==> src/rtl/muldiv_if.sv <==
// rtl/muldiv_if.sv - request/result bundle between the pipeline and the HI/LO multiply-divide unit
interface muldiv_if;
  logic        start;
  logic [2:0]  op;
  logic [31:0] rs_data;
  logic [31:0] rt_data;
  logic        busy;
  logic        done;
  logic [31:0] hi;
  logic [31:0] lo;

  modport master (
    output start, op, rs_data, rt_data,
    input  busy, done, hi, lo
  );

  modport slave (
    input  start, op, rs_data, rt_data,
    output busy, done, hi, lo
  );
endinterface

==> src/rtl/muldiv.sv <==
// rtl/muldiv.sv - iterative HI/LO multiply/divide unit; divider present only with MULDIV_DIV_EN
// 32 shift-add or restoring iterations on magnitudes, then one FIX cycle applies signs and writes HI/LO.
module muldiv (
  input  logic     clk,
  input  logic     rst,
  muldiv_if.slave  bus
);

  localparam logic [2:0] OP_MULT  = 3'b000;
  localparam logic [2:0] OP_MULTU = 3'b001;
`ifdef MULDIV_DIV_EN
  localparam logic [2:0] OP_DIV   = 3'b010;
  localparam logic [2:0] OP_DIVU  = 3'b011;
`endif
  localparam logic [2:0] OP_MTHI  = 3'b100;
  localparam logic [2:0] OP_MTLO  = 3'b101;

`ifdef MULDIV_DIV_EN
  typedef enum logic [1:0] {S_IDLE = 2'd0, S_MUL = 2'd1, S_DIV = 2'd2, S_FIX = 2'd3} state_t;
`else
  typedef enum logic [1:0] {S_IDLE = 2'd0, S_MUL = 2'd1, S_FIX = 2'd3} state_t;
`endif

  state_t      state;
  logic [4:0]  cnt;
  logic [63:0] acc;
  logic [31:0] opb;
  logic        neg_q;
  logic        busy_q;
  logic        done_q;
  logic [31:0] hi_q;
  logic [31:0] lo_q;
`ifdef MULDIV_DIV_EN
  logic        neg_r;
  logic        is_div;
  logic        dz;
`endif

  function automatic logic [31:0] mag(input logic [31:0] v, input logic sgn);
    return (sgn && v[31]) ? (~v + 32'd1) : v;
  endfunction

  logic        sgn_in;
  logic [31:0] a_mag;
  logic [31:0] b_mag;
  logic        sign_diff;

`ifdef MULDIV_DIV_EN
  assign sgn_in = (bus.op == OP_MULT) || (bus.op == OP_DIV);
`else
  assign sgn_in = (bus.op == OP_MULT);
`endif
  assign a_mag     = mag(bus.rs_data, sgn_in);
  assign b_mag     = mag(bus.rt_data, sgn_in);
  assign sign_diff = sgn_in && (bus.rs_data[31] ^ bus.rt_data[31]);

  // acc holds {partial product, remaining multiplier bits}; shift right one bit per step
  logic [32:0] mul_sum;
  logic [63:0] mul_next;
  assign mul_sum  = {1'b0, acc[63:32]} + (acc[0] ? {1'b0, opb} : 33'd0);
  assign mul_next = {mul_sum, acc[31:1]};

`ifdef MULDIV_DIV_EN
  // acc holds {partial remainder, dividend bits / quotient bits}; shift left one bit per step
  logic        div_ge;
  logic [31:0] div_sub;
  logic [63:0] div_next;
  assign div_ge   = acc[63:31] >= {1'b0, opb};
  assign div_sub  = acc[62:31] - opb;
  assign div_next = div_ge ? {div_sub, acc[30:0], 1'b1} : {acc[62:0], 1'b0};
`endif

  logic [63:0] prod_fix;
  logic [31:0] fix_hi;
  logic [31:0] fix_lo;

  always_comb begin
    prod_fix = neg_q ? (~acc + 64'd1) : acc;
    fix_hi   = prod_fix[63:32];
    fix_lo   = prod_fix[31:0];
`ifdef MULDIV_DIV_EN
    if (is_div) begin
      fix_lo = neg_q ? (~acc[31:0] + 32'd1) : acc[31:0];
      fix_hi = neg_r ? (~acc[63:32] + 32'd1) : acc[63:32];
    end
`endif
  end

  always_ff @(posedge clk or negedge rst) begin
    if (!rst) begin
      state  <= S_IDLE;
      cnt    <= 5'd0;
      acc    <= 64'd0;
      opb    <= 32'd0;
      neg_q  <= 1'b0;
      busy_q <= 1'b0;
      done_q <= 1'b0;
      hi_q   <= 32'd0;
      lo_q   <= 32'd0;
`ifdef MULDIV_DIV_EN
      neg_r  <= 1'b0;
      is_div <= 1'b0;
      dz     <= 1'b0;
`endif
    end else begin
      done_q <= 1'b0;
      case (state)
        S_IDLE: begin
          if (bus.start) begin
            case (bus.op)
              OP_MULT, OP_MULTU: begin
                acc    <= {32'd0, b_mag};
                opb    <= a_mag;
                neg_q  <= sign_diff;
                cnt    <= 5'd0;
                busy_q <= 1'b1;
                state  <= S_MUL;
`ifdef MULDIV_DIV_EN
                is_div <= 1'b0;
                neg_r  <= 1'b0;
                dz     <= 1'b0;
`endif
              end
`ifdef MULDIV_DIV_EN
              OP_DIV, OP_DIVU: begin
                cnt    <= 5'd0;
                busy_q <= 1'b1;
                is_div <= 1'b1;
                opb    <= b_mag;
                state  <= S_DIV;
                // divide by zero parks the final answer in acc and freezes it
                if (bus.rt_data == 32'd0) begin
                  dz    <= 1'b1;
                  acc   <= {bus.rs_data, 32'hFFFF_FFFF};
                  neg_q <= 1'b0;
                  neg_r <= 1'b0;
                end else begin
                  dz    <= 1'b0;
                  acc   <= {32'd0, a_mag};
                  neg_q <= sign_diff;
                  neg_r <= sgn_in && bus.rs_data[31];
                end
              end
`endif
              OP_MTHI: hi_q <= bus.rs_data;
              OP_MTLO: lo_q <= bus.rs_data;
              default: ;
            endcase
          end
        end
        S_MUL: begin
          acc <= mul_next;
          cnt <= cnt + 5'd1;
          if (cnt == 5'd31) state <= S_FIX;
        end
`ifdef MULDIV_DIV_EN
        S_DIV: begin
          if (!dz) acc <= div_next;
          cnt <= cnt + 5'd1;
          if (cnt == 5'd31) state <= S_FIX;
        end
`endif
        S_FIX: begin
          hi_q   <= fix_hi;
          lo_q   <= fix_lo;
          busy_q <= 1'b0;
          done_q <= 1'b1;
          state  <= S_IDLE;
        end
        default: state <= S_IDLE;
      endcase
    end
  end

  assign bus.busy = busy_q;
  assign bus.done = done_q;
  assign bus.hi   = hi_q;
  assign bus.lo   = lo_q;

endmodule

==> src/flat_wrapper.sv <==
// flat-port wrapper written by rule: the top's interface ports become plain ports
module muldiv_flat 
  (clk, rst, bus_start, bus_op, bus_rs_data, bus_rt_data, bus_busy, bus_done, bus_hi, bus_lo);
  muldiv_if bus_i ();
  input  logic clk;
  input  logic rst;
  input wire logic [$bits(bus_i.start)-1:0] bus_start;
  input wire logic [$bits(bus_i.op)-1:0] bus_op;
  input wire logic [$bits(bus_i.rs_data)-1:0] bus_rs_data;
  input wire logic [$bits(bus_i.rt_data)-1:0] bus_rt_data;
  output wire logic [$bits(bus_i.busy)-1:0] bus_busy;
  output wire logic [$bits(bus_i.done)-1:0] bus_done;
  output wire logic [$bits(bus_i.hi)-1:0] bus_hi;
  output wire logic [$bits(bus_i.lo)-1:0] bus_lo;
  assign bus_i.start = bus_start;
  assign bus_i.op = bus_op;
  assign bus_i.rs_data = bus_rs_data;
  assign bus_i.rt_data = bus_rt_data;
  assign bus_busy = bus_i.busy;
  assign bus_done = bus_i.done;
  assign bus_hi = bus_i.hi;
  assign bus_lo = bus_i.lo;
  muldiv u_core (.clk(clk), .rst(rst), .bus(bus_i));
endmodule
==> config.mk <==
export PLATFORM = sky130hd
export DESIGN_NAME = muldiv_flat
export DESIGN_NICKNAME = d
export VERILOG_FILES = /design/src/rtl/muldiv_if.sv /design/src/rtl/muldiv.sv /design/src/flat_wrapper.sv
export SDC_FILE = /design/constraint.sdc
export NUM_CORES = 1
export LEC_CHECK = 0
export ABC_AREA = 1
export CORE_ASPECT_RATIO = 0.9
export CORE_MARGIN = 2
export CORE_UTILIZATION = 40
export CTS_CLUSTER_SIZE = 30
export DETAILED_ROUTE_END_ITERATION = 8
export GPL_TIMING_DRIVEN = 0
export SYNTH_ARGS = -nofsm -noshare
export SYNTH_HDL_FRONTEND = slang
export SYNTH_SLANG_ARGS = --single-unit
==> constraint.sdc <==
create_clock -name clk -period 5.6 [get_ports clk]
set_clock_uncertainty 0.15 [all_clocks]
set_input_delay 1.12 -clock clk [delete_from_list [all_inputs] [get_ports clk]]
set_output_delay 1.12 -clock clk [all_outputs]
set_load 0.05 [all_outputs]
==> metrics.md <==
| Metric | Value |
|---|---|
| Grt total ovfl | 0 |
| Worst-path fanout max | 10 |
| H-tree Lvls | 4 |
| Status | completed |
| Synth Instances | 2159 |
| GRT Util Overall | 35.3% |
| DRC errors left | 0 |
| Die width | 198 um |
| Core Area | 0.0337 mm2 |
| Seq cells post-synth | 170 |
| Antenna cells | 0 |
| Max VDD drop | 551 uV |
| Post-CTS resize count | 0 |
| Lkg Pwr | 7.87 nW |
| Hold WS | 314 ps |
| Largest delay share family, worst path | simple AND/OR/NAND/NOR gates |
| Layout cells sized above 1 | 7.22% |
| Initial antenna violation count | 0 |
| Row cnt | 64 |
| Worst Hold Class | reg2reg |
| Endpoints failing hold | 0 |
| Async SR Flop Fraction | 100% |
| Syn Nets | 2267 |
| RSZ-0062 raised after global routing | no |
| Hold Path End | u_core.cnt[3] |
| Starting Density | 40.3% |
| DR iter-0 viols | 1397 |
| RR Endpoint | u_core.acc[63] |
| Clock latency on the worst-skew pair | 490 ps |
| Clock sink count | 170 |
| RR Startpoint | u_core.acc[0] |
| Max Slew Vio Count | 0 |
| CP most frequent cell | nand2_1 |
| CP required | 5870 ps |
| Crit path kind | reg2reg |
| Crit start category | flip-flop |
| CP Buf/Inv Count | 5 |
| IO Pins | 136 |
| DRT Pass-1 Iters | 8 |
| Final #Nets | 2422 |
| Inserted Clock Buffers | 17 |
| Pwr Density | 575 mW/mm2 |
| Reg clk slew, reported paths | 70 ps |
| Warnings from Yosys | 0 |
| Hold path depth | 1 |
| Max-cap viol count | 0 |
| Setup Buffers After CTS | 0 |
| Final setup fails | 0 |
| Largest net degree at the start of global routing | 104 |
| Fin crit share | 61.4% |
| Synthesized area | 0.0136 mm2 |
| Placed insts | 2757 |
| Total power | 9.30 mW |
| Vias | 15199 |
| Slew headroom | 34.8% |
| Post-synthesis sequential area ratio | 31.3% |
| Vias in the first global route | 14664 |
| Arr. time, crit path | 3710 ps |
| Post-route cell area | 0.0162 mm2 |
| Maximum clock path buffer count | 2 |
| # port buffers | 135 |
| Slowest CP cell | fa_1 |
| Worst reg2reg path depth | 16 |
| Placer Congestion | 0.990 |
| Endpoint class of the critical path | flip-flop |
| Root buf cell | clkbuf_16 |
| TritonCTS clock tree | done |
| Core Util, Final | 48.0% |
| Wire per inst | 21.9 um |
| Wire length of the first global-routing pass | 90.5 mm |
| Synth cell types | 46 |
| DP Area | 0.0156 mm2 |
| Die area | 0.0355 mm2 |
| Fmax | 291 MHz |
| Ys flop type | dfrtp_1 |
| Fin crit period | 3440 ps |
| Fin cells | 2789 |
| Routed wire length | 61.0 mm |
| Worst slew pin tran | 978 ps |
| Post-route ant nets | 0 |
| Hold-fix buffers at CTS | 0 |
| Worst-path cell chain | buf_6 > clkbuf_1 > nand2_1 > inv_1 > ha_1 > inv_1 > fa_1 > o21ai_2 > inv_1 > o21ai_1 > nand2_1 > nand3_1 > nand2_1 > nand2_1 > nand2_1 > nand2_1 |
| Max stage delay on crit path | 450 ps |
| Die height | 179 um |
| Post-synthesis to final-layout area growth | 19.0% |
| Vias per inst | 5.45 |
| Dpl hpwl | 50.2 mm |
| Syn Area/Cell | 6.30 um2 |
| EDFF count, synth | 0 |
| Register-to-register setup slack | 2160 ps |
| Hold Path Origin | u_core.cnt[3] |
-- registers in the layout (all words and copies together), names as in the netlist --
signal and cells:
u_core.acc 64, u_core.bus.hi 32, u_core.bus.lo 32, u_core.opb 32, u_core.cnt 5, u_core.state 2, u_core.bus.busy 1, u_core.bus.done 1
u_core.neg_q 1
-- kinds of logic after synthesis --
group	synth area share, %
compound gates	12.3
xor+xnor	1.93
fa+ha+maj	3.55
buf+inv	9.88
flops	31.3
simple gates	41.0
-- worst register-to-register path, stage by stage, from the launching register on --
cell and delay (ps):
dfrtp_1 340, buf_6 150, clkbuf_1 370, nand2_1 280
inv_1 120, ha_1 180, inv_1 70, fa_1 450
o21ai_2 250, inv_1 100, o21ai_1 330, nand2_1 180
nand3_1 150, nand2_1 70, nand2_1 50, nand2_1 50
nand2_1 80
-- metal layers --
metal  global-route usage, %  wire length [um]
met5                       0                 0
met4                    19.3              3440
met3                    5.25              3310
met2                    58.1             28400
met1                    44.7             25900
-- cells in the final DEF (no fill, tap or decap), types with 3 or more instances in the layout --
master,Yosys,layout
a21oi_1,100,100
a31oi_1,16,16
buf_1,6,6
buf_2,29,29
buf_4,9,9
buf_6,4,4
bufinv_16,0,3
clkbuf_1,16,18
clkbuf_16,0,17
clkdlybuf4s50_1,0,134
clkinv_4,0,3
dfrtp_1,170,170
ha_1,37,37
inv_1,246,246
inv_2,19,19
inv_8,0,3
nand2_1,626,626
nand2_2,18,18
nand3_1,219,219
nand3_2,6,6
nand3b_1,6,6
nand4_1,31,31
nor2_1,316,316
nor2_2,13,13
nor2_4,7,7
nor3_1,25,25
o211ai_1,7,7
o21ai_0,97,97
o21ai_1,14,14
o21ai_2,9,9
o21bai_1,15,15
o221ai_1,11,11
o22ai_1,16,16
or2_1,8,8
or2_2,13,13
xor2_1,28,28
-- Yosys cell counts (4+ instances only) --
cell type	count	area, um2
nor2_1	316	1190
o22ai_1	16	100
buf_6	4	45.0
clkbuf_1	16	60.1
nand4_1	31	194
buf_2	29	145
nand2_1	626	2350
buf_1	6	22.5
o21ai_2	9	78.8
nor3_1	25	125
inv_1	246	923
o21ai_0	97	485
nand2_2	18	113
ha_1	37	463
or2_1	8	50.1
dfrtp_1	170	4250
nor2_2	13	81.3
nand3b_1	6	45.0
xor2_1	28	245
o221ai_1	11	96.3
o21ai_1	14	70.1
nor2_4	7	78.8
o21bai_1	15	113
nand3_2	6	60.1
a21oi_1	100	500
inv_2	19	71.3
buf_4	9	67.6
or2_2	13	81.3
a31oi_1	16	100
o211ai_1	7	52.6
nand3_1	219	1100
-- report_power, final --
part	switching (mW)	internal (mW)
registers	0.685	1.83
clock network	0.596	0.715
logic	3.72	1.74
total	5.00	4.29
-- per-stage QoR --
step	setup WS, ps	setup TNS (ps)
2_1_floorplan	3110	0
3_3_place_gp	-4250	-717490
3_5_place_dp	1980	0
4_1_cts	2200	0
5_1_grt	1820	0
6_report	2160	0
-- final cells by class --
type                    instances  area, um2
well taps                     462        578
fillers                      3607      17500
inverters                     267       1000
repair buffers                136       1380
clock inverters                13        183
multi-input cells            1658       8000
clock buffers                  19        433
plain buffers                  64        340
flip-flops and latches        170       4250
-- how the worst max path moves through the flow --
| stage | slack, ps | depth (start not counted) | endpoint | from |
|---|---|---|---|---|
| floorplan | 3110 | 11 | u_core.acc[30] | bus_rt_data[1] |
| global placement | -4250 | 1 | u_core.bus.lo[15] | rst |
| detailed placement | 1980 | 5 | u_core.acc[0] | bus_start |
| CTS | 2200 | 16 | u_core.acc[63] | u_core.acc[0] |
| global route | 1820 | 16 | u_core.acc[63] | u_core.acc[0] |
| finish | 2160 | 16 | u_core.acc[63] | u_core.acc[0] |
(Power assumes the default switching activity.)
